### src/rtl/quiz_pkg.sv
// Shared definitions for the quiz buzzer host: FSM encoding, player count and
// the 7-segment glyph table (segments {dp,g,f,e,d,c,b,a}, active-high).
package quiz_pkg;

    localparam int NUM_PLAYERS = 4;

    typedef enum logic [1:0] {
        IDLE    = 2'd0,
        ARMED   = 2'd1,
        LOCKED  = 2'd2,
        TIMEOUT = 2'd3
    } state_t;

    localparam logic [7:0] SEG_BLANK = 8'h00;

    // Values above 9 never occur in normal operation; they render blank.
    function automatic logic [7:0] seg_decode(input logic [3:0] val);
        case (val)
            4'd0:    seg_decode = 8'h3F;
            4'd1:    seg_decode = 8'h06;
            4'd2:    seg_decode = 8'h5B;
            4'd3:    seg_decode = 8'h4F;
            4'd4:    seg_decode = 8'h66;
            4'd5:    seg_decode = 8'h6D;
            4'd6:    seg_decode = 8'h7D;
            4'd7:    seg_decode = 8'h07;
            4'd8:    seg_decode = 8'h7F;
            4'd9:    seg_decode = 8'h6F;
            default: seg_decode = SEG_BLANK;
        endcase
    endfunction

endpackage

### src/rtl/seg_scan.sv
// Scanned 4-digit 7-segment driver: one digit enabled for SCAN_DIV cycles each.
// an and seg_code are registered together; content follows digits with 1 clk lag.
module seg_scan
    import quiz_pkg::*;
#(
    parameter int SCAN_DIV = 100_000
) (
    input  logic            clk,
    input  logic            rst_n,
    input  logic [3:0][3:0] digits,
    input  logic [3:0]      blank,
    output logic [3:0]      an,
    output logic [7:0]      seg_code
);

    localparam int CW = (SCAN_DIV > 1) ? $clog2(SCAN_DIV) : 1;

    logic [CW-1:0] scan_cnt;
    logic [1:0]    idx;
    logic [1:0]    idx_nxt;
    logic          scan_wrap;
    logic [7:0]    seg_nxt;

    assign scan_wrap = (scan_cnt == CW'(SCAN_DIV - 1));

    // an==0 only right after reset: start the scan at digit 0.
    always_comb begin
        idx_nxt = idx;
        if (an == 4'b0000) begin
            idx_nxt = 2'd0;
        end else if (scan_wrap) begin
            idx_nxt = idx + 2'd1;
        end
        seg_nxt = blank[idx_nxt] ? SEG_BLANK : seg_decode(digits[idx_nxt]);
    end

    always_ff @(posedge clk) begin
        if (!rst_n) begin
            scan_cnt <= '0;
            idx      <= 2'd0;
            an       <= 4'b0000;
            seg_code <= 8'h00;
        end else begin
            idx      <= idx_nxt;
            an       <= 4'b0001 << idx_nxt;
            seg_code <= seg_nxt;
            if (an == 4'b0000 || scan_wrap) begin
                scan_cnt <= '0;
            end else begin
                scan_cnt <= scan_cnt + CW'(1);
            end
        end
    end

endmodule

### src/rtl/quiz_host.sv
// Quiz buzzer host: arms players, runs the answer countdown, latches the winner, keeps scores.
// Button edge to FSM effect is 3 clk (2 sync + 1 FSM); display follows one clk later.
module quiz_host
    import quiz_pkg::*;
#(
    parameter int CLK_FREQ   = 100_000_000,
    parameter int ANSWER_SEC = 9,
    parameter int SCAN_DIV   = 100_000,
    parameter int MAX_SCORE  = 9
) (
    input  logic       clk,
    input  logic       rst_n,
    input  logic [3:0] btn,
    input  logic       btn_start,
    input  logic       btn_ok,
    input  logic       btn_ng,
    output logic [3:0] an,
    output logic [7:0] seg_code,
    output logic [3:0] led_winner,
    output logic       led_timeout
);

    localparam int TW = (CLK_FREQ > 1) ? $clog2(CLK_FREQ) : 1;

    logic [6:0] sync1;
    logic [6:0] sync2;
    logic [2:0] host_prev;
    logic [3:0] btn_s;
    logic       start_p;
    logic       ok_p;
    logic       ng_p;

    state_t          state, state_n;
    logic [3:0]      timer, timer_n;
    logic [TW-1:0]   tick, tick_n;
    logic [1:0]      winner, winner_n;
    logic [3:0]      led_winner_n;
    logic [3:0][3:0] score, score_n;
    logic            tick_wrap;
    logic [1:0]      first;

    logic [3:0][3:0] digits;
    logic [3:0]      blank;

    always_ff @(posedge clk) begin
        if (!rst_n) begin
            sync1     <= '0;
            sync2     <= '0;
            host_prev <= '0;
        end else begin
            sync1     <= {btn_ng, btn_ok, btn_start, btn};
            sync2     <= sync1;
            host_prev <= sync2[6:4];
        end
    end

    assign btn_s   = sync2[3:0];
    assign start_p = sync2[4] & ~host_prev[0];
    assign ok_p    = sync2[5] & ~host_prev[1];
    assign ng_p    = sync2[6] & ~host_prev[2];

    assign tick_wrap = (tick == TW'(CLK_FREQ - 1));

    // Simultaneous presses resolve to the lowest-numbered player.
    always_comb begin
        if (btn_s[0])      first = 2'd0;
        else if (btn_s[1]) first = 2'd1;
        else if (btn_s[2]) first = 2'd2;
        else               first = 2'd3;
    end

    always_comb begin
        state_n      = state;
        timer_n      = timer;
        tick_n       = tick;
        winner_n     = winner;
        led_winner_n = led_winner;
        score_n      = score;
        case (state)
            IDLE, TIMEOUT: begin
                if (start_p) begin
                    state_n      = ARMED;
                    timer_n      = 4'(ANSWER_SEC);
                    tick_n       = '0;
                    led_winner_n = 4'b0000;
                end
            end
            ARMED: begin
                if (tick_wrap) begin
                    tick_n  = '0;
                    timer_n = timer - 4'd1;
                end else begin
                    tick_n = tick + TW'(1);
                end
                // A press on the very cycle the timer expires still wins.
                if (|btn_s) begin
                    state_n      = LOCKED;
                    winner_n     = first;
                    led_winner_n = 4'b0001 << first;
                end else if (tick_wrap && timer_n == 4'd0) begin
                    state_n = TIMEOUT;
                end
            end
            LOCKED: begin
                if (ok_p && !ng_p) begin
                    state_n = IDLE;
                    if (score[winner] < 4'(MAX_SCORE)) begin
                        score_n[winner] = score[winner] + 4'd1;
                    end
                end else if (ng_p && !ok_p) begin
                    state_n = IDLE;
                    if (score[winner] != 4'd0) begin
                        score_n[winner] = score[winner] - 4'd1;
                    end
                end
            end
            default: state_n = IDLE;
        endcase
    end

    always_ff @(posedge clk) begin
        if (!rst_n) begin
            state      <= IDLE;
            timer      <= 4'd0;
            tick       <= '0;
            winner     <= 2'd0;
            led_winner <= 4'b0000;
            score      <= '0;
        end else begin
            state      <= state_n;
            timer      <= timer_n;
            tick       <= tick_n;
            winner     <= winner_n;
            led_winner <= led_winner_n;
            score      <= score_n;
        end
    end

    assign led_timeout = (state == TIMEOUT);

    always_comb begin
        digits = score;
        blank  = 4'b0000;
        case (state)
            ARMED, TIMEOUT: begin
                digits    = '0;
                digits[0] = timer;
                blank     = 4'b1110;
            end
            LOCKED: begin
                digits    = '0;
                digits[0] = timer;
                digits[3] = {2'b00, winner} + 4'd1;
                blank     = 4'b0110;
            end
            default: ;
        endcase
    end

    seg_scan #(
        .SCAN_DIV (SCAN_DIV)
    ) u_seg_scan (
        .clk      (clk),
        .rst_n    (rst_n),
        .digits   (digits),
        .blank    (blank),
        .an       (an),
        .seg_code (seg_code)
    );

endmodule

### config.mk
export PLATFORM = sky130hd
export DESIGN_NAME = quiz_host
export DESIGN_NICKNAME = d
export VERILOG_FILES = /design/src/rtl/quiz_pkg.sv /design/src/rtl/seg_scan.sv /design/src/rtl/quiz_host.sv
export SDC_FILE = /design/constraint.sdc
export NUM_CORES = 1
export LEC_CHECK = 0
export ABC_AREA = 1
export CORE_MARGIN = 4
export CORE_UTILIZATION = 40
export DETAILED_ROUTE_END_ITERATION = 7
export HOLD_SLACK_MARGIN = 0.06
export PLACE_DENSITY = 0.58
export RECOVER_POWER = 50
export SLEW_MARGIN = 20
export SYNTH_ARGS = -nofsm -noshare
export SYNTH_HDL_FRONTEND = slang
export SYNTH_SLANG_ARGS = --single-unit
export TNS_END_PERCENT = 5
### constraint.sdc
create_clock -name clk -period 6.1 [get_ports clk]
set_input_delay 1.22 -clock clk [delete_from_list [all_inputs] [get_ports clk]]
set_output_delay 1.22 -clock clk [all_outputs]
set_load 0.05 [all_outputs]
# Word level (Yosys, flattened, before mapping)
# Memory sizes are Yosys's and may differ from the RTL's. A register that Yosys moved wholly into a read port is not among the register bits.
# Cells that the tools add are included.
[word_totals]
ff_bits = 103
rom_bits = 112
input_bits = 9
out_inout_bits = 17
elab_cells = 108
mem_count = 1
[mem_list]
columns = ["memory", "depth", "word_bits", "rd", "rd_clocked_by_memory_dff", "wr", "line", "rtl"]
rows = [
  ["(no name shown)", 16, 7, 1, 1, 0, "quiz_pkg.sv:18", "case (val)"],
]
[classes]
add_sub_neg = 7
magnitude_cmp = 4
eq_ne = 10
shifts = 2
mux = 37
bitwise = 7
reduce_logical = 24
[op_table]
columns = ["op", "count"]
rows = [
  ["2-to-1 mux 16 bit", 4],
  ["2-to-1 mux 27 bit", 2],
  ["case mux 27 bit (2 select lines)", 1],
  ["bitwise mux 16 bit", 2],
  ["2-to-1 mux 4 bit", 8],
  ["case mux 16 bit (2 select lines)", 1],
  ["adder 27 x 1 -> 27 bit, second input constant", 1],
  ["== test 27 bit, second input constant", 1],
  ["case mux 4 bit (2 select lines)", 3],
  ["2-to-1 mux 2 bit", 9],
  ["adder 17 x 1 -> 17 bit, second input constant", 1],
  ["== test 17 bit, second input constant", 1],
  ["binary-select mux 4 bit (select 2 bit)", 2],
  ["demux 4 bit (select 2 bit)", 1],
  ["zero test 4 bit", 2],
  ["OR reduction 2 bit", 4],
  ["left shift 1 x 2 -> 4 bit, first input constant", 2],
  ["subtractor 4 x 1 -> 4 bit, second input constant", 2],
  ["< comparator 2 x 3 -> 1 bit, second input constant", 2],
  ["inequality test 3 bit, second input constant", 2],
  ["case mux 2 bit (3 select lines)", 1],
  ["AND reduction 3 bit", 2],
  ["nonzero test 2 bit", 3],
  ["adder 4 x 1 -> 4 bit, second input constant", 1],
  ["20 further kinds", 33],
]

# Logic depth before layout (Yosys ltp)
# Gate-level depths: netlist (run 1).
[depth]
ltp_word = 8
mapped_depth = 20
ltp_nobuf = 19

# By module
# A second synthesis (run 1) with hierarchy kept.
[hier_totals]
hier_cells = 828
hier_area_um2 = 5698.0
[modules_own_cells]
columns = ["module", "n_inst", "cells_per_inst", "area_each_um2", "seq_area_each_um2"]
rows = [
  ["quiz_host", 1, 572, 3970.1, 1441.4],
  ["seg_scan", 1, 256, 1727.9, 600.6],
]

# Least setup slack after synthesis (run 1)
# Ideal clock, no wire load.
[synth_path]
path_kind = "register to register"
startpoint = "reg u_seg_scan.scan_cnt[0]"
endpoint = "reg u_seg_scan.seg_code[3]"
setup_ns = 0.112
t_arrival_ns = 2.021
t_required_ns = 5.988
path_slack_ns = 3.967
stages_incl_launch_ff = 18
path_buffers = 0
synth_period_minus_slack_ns = 2.133
path_cell_list = "dfxtp_1 -> ha_1 -> nand2_1 -> inv_2 -> nand2_1 -> nor2_2 -> nand3_2 -> nand2_1 -> nand3_2 -> clkinv_2 -> nand3_1 -> nand2_1 -> inv_1 -> ha_1 -> inv_1 -> nor2_1 -> nor2_1 -> nor2_1"
[synth_via]
elab_chain_len = 6
elab_cells_between_ends = 8
classes_between = "1 x eq/ne; 6 x mux; 1 x reduce/logical"
[synth_rtl]
columns = ["element", "line", "rtl"]
rows = [
  ["start, declared", "seg_scan.sv:18", "logic [CW-1:0] scan_cnt;"],
  ["start signal, assigned", "seg_scan.sv:50", "scan_cnt <= scan_cnt + CW'(1);"],
  ["== test 17 bit *", "seg_scan.sv:24", "assign scan_wrap = (scan_cnt == CW'(SCAN_DIV - 1));"],
  ["2-to-1 mux 2 bit *", "seg_scan.sv:31", "end else if (scan_wrap) begin"],
  ["2-to-1 mux 2 bit *", "seg_scan.sv:29", "if (an == 4'b0000) begin"],
  ["binary-select mux 1 bit (select 2 bit)", "seg_scan.sv:34", "seg_nxt = blank[idx_nxt] ? SEG_BLANK : seg_decode(digits[idx_nxt]);"],
  ["2-to-1 mux 1 bit (not written as such)", "seg_scan.sv:34", ""],
  ["OR reduction 2 bit (no line)", "--", ""],
  ["end, declared", "seg_scan.sv:13", "output logic [7:0] seg_code"],
]
# Every way passes the cells marked *; elsewhere a longest branch is shown, timed or not. The select of a mux whose other input is x is not followed.
# A chain may end at the register's enable or synchronous reset.

# Worst setup path in the final report (run 1)
[layout_path]
startpoint = "reg state[0]"
endpoint = "reg tick[14]"
[layout_via]
elab_chain_len = 4
elab_cells_between_ends = 8
classes_between = "3 x eq/ne; 1 x mux; 4 x reduce/logical"
[layout_rtl]
columns = ["element", "line", "rtl"]
rows = [
  ["start, declared", "quiz_host.sv:33", "state_t state, state_n;"],
  ["start signal, assigned", "quiz_host.sv:130", "state <= state_n;"],
  ["== test 2 bit or zero test 2 bit (tied branches)", "quiz_host.sv:79", "case (state)"],
  ["OR reduction 2 bit", "quiz_host.sv:79", ""],
  ["inequality test 2 bit (no line) or nonzero test 2 bit (tied branches)", "--", ""],
  ["AND reduction 2 bit (no line)", "--", ""],
  ["end signal, assigned", "quiz_host.sv:132", "tick <= tick_n;"],
  ["end, declared", "quiz_host.sv:35", "logic [TW-1:0] tick, tick_n;"],
]
# Several ways; a longest one is shown, not always the timed one.

==> flow_summary.toml, run 1 <==
[setup_path]
end_kind = "flop"
crit_start = "state[0]"
cpPeakStageDelay_ns = 0.91
regToRegStartpoint = "state[0]"
path_class = "reg -> reg"
start_kind = "flop"
crit_chain = "inv_1 > ha_1 > a21oi_1 > a21oi_1 > inv_1 > nor2_1 > inv_1 > nor3_1 > o21ai_0 > nand2_1 > nor3_1"
cp_slowest_cell = "a21oi_1"
required_ns = 6.31
cp_common_cell = "inv_1"
critPathArrivalTime_ns = 3.80
cp_max_fo = 17

[floorplanning]
rows = 42
start_util_pct = 40.9
die_area_um2 = 15500
die_y_um = 124
fp.dieW_um = 124
pin_count = 26
fp.coreArea_um2 = 13200

[grt]
globalRouteTotalUtil_pct = 16.3
grt_pass1_wl_mm = 21.2
gr-usage-met3_pct = 4.89
grt_overflow = 0
grt_pass1_vias = 4592
grt_max_degree = 49
antenna_found_initial = 0
busiest_layer = "met2"
met2_usage_pct = 26.5
met1_usage_pct = 21.0

[clocking]
htree_levels = 3
cts.sink_count = 102
cts-root-buf = "clkbuf_16"
clk_latency_ns = 0.36
clock_path_buffers = 2
cts_buffers = 9
cts_tree = "yes"
cts-resized-gates = 0
cts_hold_buf = 0
clk_pin_slew_ns = 0.08
cts_setup_buffers = 0

[sta]
slew_headroom_pct = 21.1
worstMarginPinSlew_ns = 1.18
drv_slew = 0
setup_ws_ns = 2.51
setup_viol = 0
finalCriticalPeriod_ns = 3.59
hold_viol_final = 0
fin_crit_sh_pct = 58.9
skew_ns = 0.00822
tns_ns = 0
rsz0062_at_grt = "no"
fmax_mhz = 278

[placement]
port_buffers = 24
gp_congestion = 0.913
dpl_worst_slack_ns = 2.83
dpl-instance-area_um2 = 5790
dpl.hpwl_mm = 9.21

[routing]
wl_per_cell_um = 12.5
viasPerCell = 4.97
drt-pass1-iter-count = 5
first_iter_violations = 308
vias = 4911
antenna_left = 0
finalWirelength_mm = 12.4
drc = 0

[hold_path]
hold_path.class = "reg -> reg"
worstHoldStart = "sync1[6]"

[finish]
nFillCells = 1394
drive_gt1_share_pct = 6.15
syn_to_final_growth_pct = 11.9
diodes = 0
nNetsFinal = 838
multi_input_area_um2 = 2790
final_util_pct = 45.8
ff_latch_area_um2 = 2040
stdcell_area_um2 = 6070

[power_and_ir_drop]
powerDensity_nw_per_um2 = 280
leakage_uw = 0.00257
peakVddDrop_uv = 192
design_power_total_uw = 1700

[synth]
synth-edff-count = 0
synth_seq_cells = 102
seq_area_frac_synth_pct = 37.7
synthDistinctLibCells = 45
syn_area_per_cell_um2 = 6.86
synthCells = 791
synth-async-reset-ratio_pct = 0
syn_nets = 821
yosysWarnings = 0
synth_ff_type = "dfxtp_1"
syn_area_um2 = 5420

[run]
maxCapViolations = 0

[run_status]
status = "finished clean"
==> cell families (layout without fill, tap and decap cells) <==
group,count (synthesis),count (layout),synth area share (%)
compound gates,117,117,12.2
mux,1,1,0.185
simple gates,387,387,32.0
buf+inv,148,170,10.8
fa+ha+maj,21,21,4.85
flops,102,102,37.7
xor+xnor,14,14,2.26
other cells,1,1,0.0692
==> per-stage QoR <==
step	hold WS (ns)	std cells
finish	0.413	989
CTS	0.416	989
global route	0.440	989
detailed placement	0.398	973
floorplan	0.390	791
global placement	0.394	973
==> cell usage after synthesis, types with 3 or more instances <==
cell,number,share of area [%]
nand2_1,160,11
inv_1,118,8.2
nor2_1,104,7.2
dfxtp_1,102,38
a21oi_1,54,5.0
nand3_1,43,4.0
o21ai_0,38,3.5
nor3_1,26,2.4
ha_1,21,4.8
nand4_1,19,2.2
clkbuf_1,13,0.90
xor2_1,12,1.9
inv_2,10,0.69
nand2_2,5,0.58
nand3b_1,5,0.69
nor2_2,5,0.58
o21ai_1,5,0.46
nand3_2,4,0.74
nor4_1,4,0.46
a211oi_1,3,0.42
a221oi_1,3,0.48
buf_4,3,0.42
nor3_2,3,0.55
==> worst paths after layout <==
check / end / slack [ns] / cells after the start
max: tick[14] / 2.51 / 11
min: sync2[6] / 0.41 / 2
max reg2reg: tick[14] / 2.51 / 11
min reg2reg: sync2[6] / 0.41 / 2
==> report_power, final <==
group          switching, uW  internal [uW]  total, uW
Sequential              23.5            695        718
Combinational            300            115        415
Clock                    280            287        567
==> metal layers <==
| layer | share of wire (%) | wire length (um) |
|---|---|---|
| met1 | 49 | 6040 |
| met2 | 45 | 5560 |
| met3 | 5.4 | 674 |
| met4 | 0.97 | 120 |
| met5 | 0 | 0 |
==> registers in the layout, summed over array words and instances (netlist names), named ones only <==
signal and cells:
host_prev 3, led_winner 4, score 12, state 2
sync1 7, sync2 7, tick 27, timer 4
u_seg_scan.an 4, u_seg_scan.idx 2, u_seg_scan.scan_cnt 17, u_seg_scan.seg_code 7
winner 2
==> critical path, delay by kind of cell, from the launching register on <==
kind | cells | cell delay (ns)
flip-flops | 1 | 0.39
adder cells (fa/ha/maj) | 1 | 0.31
AND/OR/NAND/NOR | 4 | 0.79
AO/OA/AOI/OAI | 3 | 1.12
buffers and inverters | 3 | 0.84
==> placed cells by master, fill, tap and decap left out, drive strengths merged <==
cell type	count
o221ai	2
o21a	1
a21oi	55
nand3	48
nor4	5
nand3b	5
nand4	19
a32oi	1
a221oi	3
inv	133
conb	1
o31ai	1
a31oi	1
o211a	2
dlygate4sd3	7
nand2	167
dfxtp	102
and3	1
o211ai	2
o21ai	43
nor3	29
clkdlybuf4s50	17
xor2	12
nor3b	2
clkinv	3
a211oi	3
mux2i	1
ha	21
clkbuf	9
buf	1
a21o	1
nor2	109
o21bai	2
or2	2
xnor2	2
==> cell type report <==
class | instances | area share [%]
clock buffers | 9 | 3.71
clock inverters | 7 | 0.990
inverters | 129 | 8.00
multi-input cells | 541 | 45.9
flip-flops and latches | 102 | 33.6
well taps | 176 | 3.63
repair buffers | 25 | 4.08
Note: power is estimated with default switching activity, not from simulation.
==> run 2, diff against run 1 <==
- PLACE_DENSITY: 0.58 -> 0.6
- clock period: 6.1 -> 3.18 ns (I/O delays scaled with it)
==> run 2 against run 1 <==
Net effect:
- maximum frequency up 36%
- clock power up 92%
- sequential share of layout area down 0.13 points
- wire length down 3.1%
- highest routed layer unchanged
==> flow_summary.toml, run 2 (synthesized netlist as in run 1, its figures left out) <==
[clocking]
cts-resized-gates = 0
cts_tree = "yes"
clock_path_buffers = 2
cts_buffers = 9
htree_levels = 3
cts.sink_count = 102
clk_pin_slew_ns = 0.08
cts_setup_buffers = 0
cts_hold_buf = 0
cts-root-buf = "clkbuf_16"
clk_latency_ns = 0.35

[placement]
port_buffers = 24
dpl.hpwl_mm = 9.01
dpl_worst_slack_ns = 0.575
gp_congestion = 0.884

[finish]
reg_top3 = "tick (27), u_seg_scan.scan_cnt (17), score (12)"
drive_gt1_share_pct = 6.61
multi_input_area_um2 = 2780
nNetsFinal = 842
syn_to_final_growth_pct = 12.3
largest-register = "tick"
ff_latch_area_um2 = 2040
layout_commonest_cell = "nand2_1"
nFillCells = 1400
mostFrequentLayoutCells = "nand2_1 (160), inv_1 (118), nor2_1 (105)"
diodes = 0
largest_reg_flops = 27

[grt]
antenna_found_initial = 0
grt_overflow = 0
met1_usage_pct = 20.1
grt_pass1_wl_mm = 20.1
grt_max_degree = 41
gr-usage-met3_pct = 4.20
met2_usage_pct = 24.8
grt_pass1_vias = 4411
busiest_layer = "met2"
globalRouteTotalUtil_pct = 15.4

[sta]
finalCriticalPeriod_ns = 2.65
fmax_mhz = 378
fin_crit_sh_pct = 83.2
hold_viol_final = 0
drv_slew = 0
setup_viol = 0
worstMarginPinSlew_ns = 0.976
tns_ns = 0
skew_ns = 0.0105
rsz0062_at_grt = "no"
setup_ws_ns = 0.535
slew_headroom_pct = 34.9

[routing]
vias = 4924
viasPerCell = 4.96
finalWirelength_mm = 12.0
wl_per_cell_um = 12.1
antenna_left = 0
drc = 0
drt-pass1-iter-count = 4
first_iter_violations = 315

[hold_path]
hold_depth = 2
worstHoldStart = "sync1[3]"
hold_path.class = "reg -> reg"

[setup_path]
reg2reg_setup_slack_ns = 0.53
start_kind = "flop"
endpoint = "u_seg_scan.seg_code[3]"
critPathArrivalTime_ns = 2.89
crit_start = "u_seg_scan.scan_cnt[0]"
path_class = "reg -> reg"
rr_endpoint = "u_seg_scan.seg_code[3]"
end_kind = "flop"
r2r_cells = 16
cp_max_fo = 12
regToRegStartpoint = "u_seg_scan.scan_cnt[0]"
required_ns = 3.43

[floorplanning]
die_y_um = 124
fp.coreArea_um2 = 13200
fp.dieW_um = 124
die_area_um2 = 15500
rows = 42
pin_count = 26
start_util_pct = 40.9

[power_and_ir_drop]
p_seq_share_pct = 41.8
powerDensity_nw_per_um2 = 540
intPower_uw = 2130
comb_power_share_pct = 25.2
p_sw_uw = 1160
leakage_uw = 0.00259
peakVddDrop_uv = 343
pwr-share-clk_pct = 33.0
switching_share_pct = 35.3

[run_status]
status = "finished clean"

[run]
maxCapViolations = 0
[run 2: cell types whose count changed in the layout (fill, tap and decap cells not counted), sizes merged]
cell	previous run	this run
clkinvlp	0	2
inv	133	132
clkinv	3	2
clkdlybuf4s50	17	13
dlygate4sd3	7	11
clkbuf	9	11
buf	1	3
[run 2: metrics by stage]
| stage | std cells | area (um2) | utilization [%] | power (uW) | hold slack (ns) |
|---|---|---|---|---|---|
| after detailed placement | 977 | 5820 | 44.0 | 2230 | 0.399 |
| after global routing | 993 | 6090 | 46.0 | 3480 | 0.439 |
| after CTS | 993 | 6110 | 46.1 | 3330 | 0.417 |
| after floorplan | 791 | 5420 | - | 1990 | 0.390 |
| final | 993 | 6090 | 46.0 | 3290 | 0.415 |
| after global placement | 977 | 5820 | 44.0 | 2220 | 0.395 |
[run 2: worst min path at each step]
stage / to / slack (ns)
detailed placement: sync2[5] / 0.40
global placement: sync2[0] / 0.40
CTS: sync2[5] / 0.42
floorplan: sync2[0] / 0.39
finish: sync2[3] / 0.41
global route: sync2[3] / 0.44
[run 2: final cells by class]
type                            instances  share of cell area [%]
Timing Repair Buffer                   29                    4.46
Inverter                              129                    7.97
Tap cell                              176                    3.61
Multi-Input combinational cell        541                    45.7
Sequential cell                       102                    33.5
Clock buffer                            9                    3.70
Clock inverter                          7                    1.05
[run 2: power groups by stage]
stage	registers [uW]	logic, uW	clock network (uW)
detailed placement	1400	831	0
global placement	1400	822	0
CTS	1370	835	1120
floorplan	1460	538	0
global route	1380	923	1170
finish	1370	829	1090
[run 2: critical path, stage by stage, from the launching register on]
cell and delay, ns:
dfxtp_1 0.36, ha_1 0.18, nand2_1 0.09, nor2_1 0.15, nand3_1 0.08, nor2_1 0.09
nand3_1 0.32, nand3_2 0.34, nand2_1 0.08, nand3_1 0.08, nand2_1 0.15, inv_1 0.13
ha_1 0.24, inv_1 0.05, nor2_1 0.05, nor2_1 0.10, nor2_1 0.04
[run 2: routing by layer]
metal  wire (um)  up-vias
li1            -     2576
met1        5840     2242
met2        5430       92
met3         545       14
met4         184        0
met5           0        -
==> run 3, diff against run 2 <==
- PLACE_DENSITY: 0.6 -> 0.58
- clock period: 3.18 -> 2.7 ns (I/O delays scaled with it)
==> run 3 against run 2 <==
Net effect:
- global-route usage rose by 0.33 points
- largest cell class unchanged
- setup slack got worse by 0.24 ns
- sequential power rose by 18%
- register-to-register slack got worse by 0.24 ns
- utilization rose by 0.29 points
- via count fell by 0.12%
- clock power rose by 14%
==> flow_summary.toml, run 3 (synthesized netlist as in run 1, its figures left out) <==
[run_status]
status = "finished clean"

[clocking]
cts_setup_buffers = 0
htree_levels = 3
clk_pin_slew_ns = 0.07
cts-root-buf = "clkbuf_16"
cts_tree = "yes"
cts_hold_buf = 0
cts-resized-gates = 0
clk_latency_ns = 0.35
clock_path_buffers = 2
cts.sink_count = 102
cts_buffers = 9

[sta]
fin_crit_sh_pct = 89.2
fmax_mhz = 415
finalCriticalPeriod_ns = 2.41
setup_viol = 0
setup_ws_ns = 0.292
hold_viol_final = 0
rsz0062_at_grt = "no"
tns_ns = 0
drv_slew = 0
worstMarginPinSlew_ns = 0.852
skew_ns = 0.0102
slew_headroom_pct = 43.2

[power_and_ir_drop]
leakage_uw = 0.00262
powerDensity_nw_per_um2 = 629
design_power_total_uw = 3850
peakVddDrop_uv = 355

[floorplanning]
die_y_um = 124
rows = 42
fp.dieW_um = 124
start_util_pct = 40.9
fp.coreArea_um2 = 13200
die_area_um2 = 15500
pin_count = 26

[finish]
drive_gt1_share_pct = 7.06
syn_to_final_growth_pct = 13.1
layout_commonest_cell = "nand2_1"
mostFrequentLayoutCells = "nand2_1 (160), inv_1 (118), nor2_1 (104)"
reg_top3 = "tick (27), u_seg_scan.scan_cnt (17), score (12)"
nFillCells = 1388
largest-register = "tick"
largest_reg_flops = 27
diodes = 0
nNetsFinal = 846

[grt]
busiest_layer = "met2"
grt_pass1_wl_mm = 20.5
met1_usage_pct = 21.1
grt_pass1_vias = 4554
met2_usage_pct = 24.7
gr-usage-met3_pct = 3.95
grt_max_degree = 46
grt_overflow = 0
antenna_found_initial = 0
globalRouteTotalUtil_pct = 15.7

[placement]
port_buffers = 24
dpl.hpwl_mm = 9.06
dpl_worst_slack_ns = 0.322
gp_congestion = 0.889

[routing]
finalWirelength_mm = 12.0
viasPerCell = 4.93
wl_per_cell_um = 12.0
first_iter_violations = 349
vias = 4918
antenna_left = 0
drc = 0
drt-pass1-iter-count = 5

[setup_path]
end_kind = "flop"
path_class = "reg -> reg"
cp_max_fo = 9
start_kind = "flop"
critPathArrivalTime_ns = 2.62
required_ns = 2.92

[run]
maxCapViolations = 0

[hold_path]
hold_path.class = "reg -> reg"
==> run 3: changes by cell type in the layout (fill, tap and decap cells not counted), moves of 2 or more <==
cell	change
nand3_1	-2
clkdlybuf4s50_1	-3
clkinv_1	+2
dlygate4sd3_1	+3
inv_2	-2
buf_4	+4
clkinv_2	+2
inv_8	-2
==> run 3: path summary, 6_finish.rpt <==
kind / from / end / slack, ns / depth (start not counted)
setup reg to reg: tick[0] / tick[15] / 0.29 / 10
hold reg to reg: sync1[3] / sync2[3] / 0.41 / 2
setup / recovery: tick[0] / tick[15] / 0.29 / 10
hold / removal: sync1[3] / sync2[3] / 0.41 / 2
==> run 3: cell type report <==
cell class | count | area [um2] | area share (%)
inverter | 129 | 485 | 7.92
clock inverter | 6 | 43.8 | 0.714
timing repair buffer | 33 | 302 | 4.92
sequential | 102 | 2040 | 33.3
clock buffer | 10 | 239 | 3.90
tap | 176 | 220 | 3.59
multi-input combinational | 541 | 2800 | 45.7
==> run 3: critical path, stage by stage, from the launching register on <==
cell and delay, ns:
dfxtp_1 0.37, ha_1 0.18, nand2_1 0.08, nor3_1 0.40, nand2_1 0.23, clkinv_1 0.08
nand4_1 0.15, nand2_1 0.17, nand2_1 0.17, nand2_1 0.34, nor3_1 0.11
==> run 3: power breakdown <==
part / internal [uW] / total, uW / switching (uW)
clock network: 656 / 1240 / 589
logic: 295 / 993 / 698
registers: 1570 / 1620 / 46.3
==> run 3: metrics by stage <==
stage	util, %	std cells	area [um2]	hold WS, ns
2_1_floorplan	-	791	5420	0.390
3_3_place_gp	44.2	981	5850	0.395
3_5_place_dp	44.2	981	5850	0.398
4_1_cts	46.3	997	6130	0.415
5_1_grt	46.3	997	6130	0.425
6_report	46.3	997	6130	0.414
==> run 3: metal layers <==
layer	vias up	wire, um
li1	2578	-
met1	2206	5780
met2	123	5430
met3	11	655
met4	0	146
met5	-	0
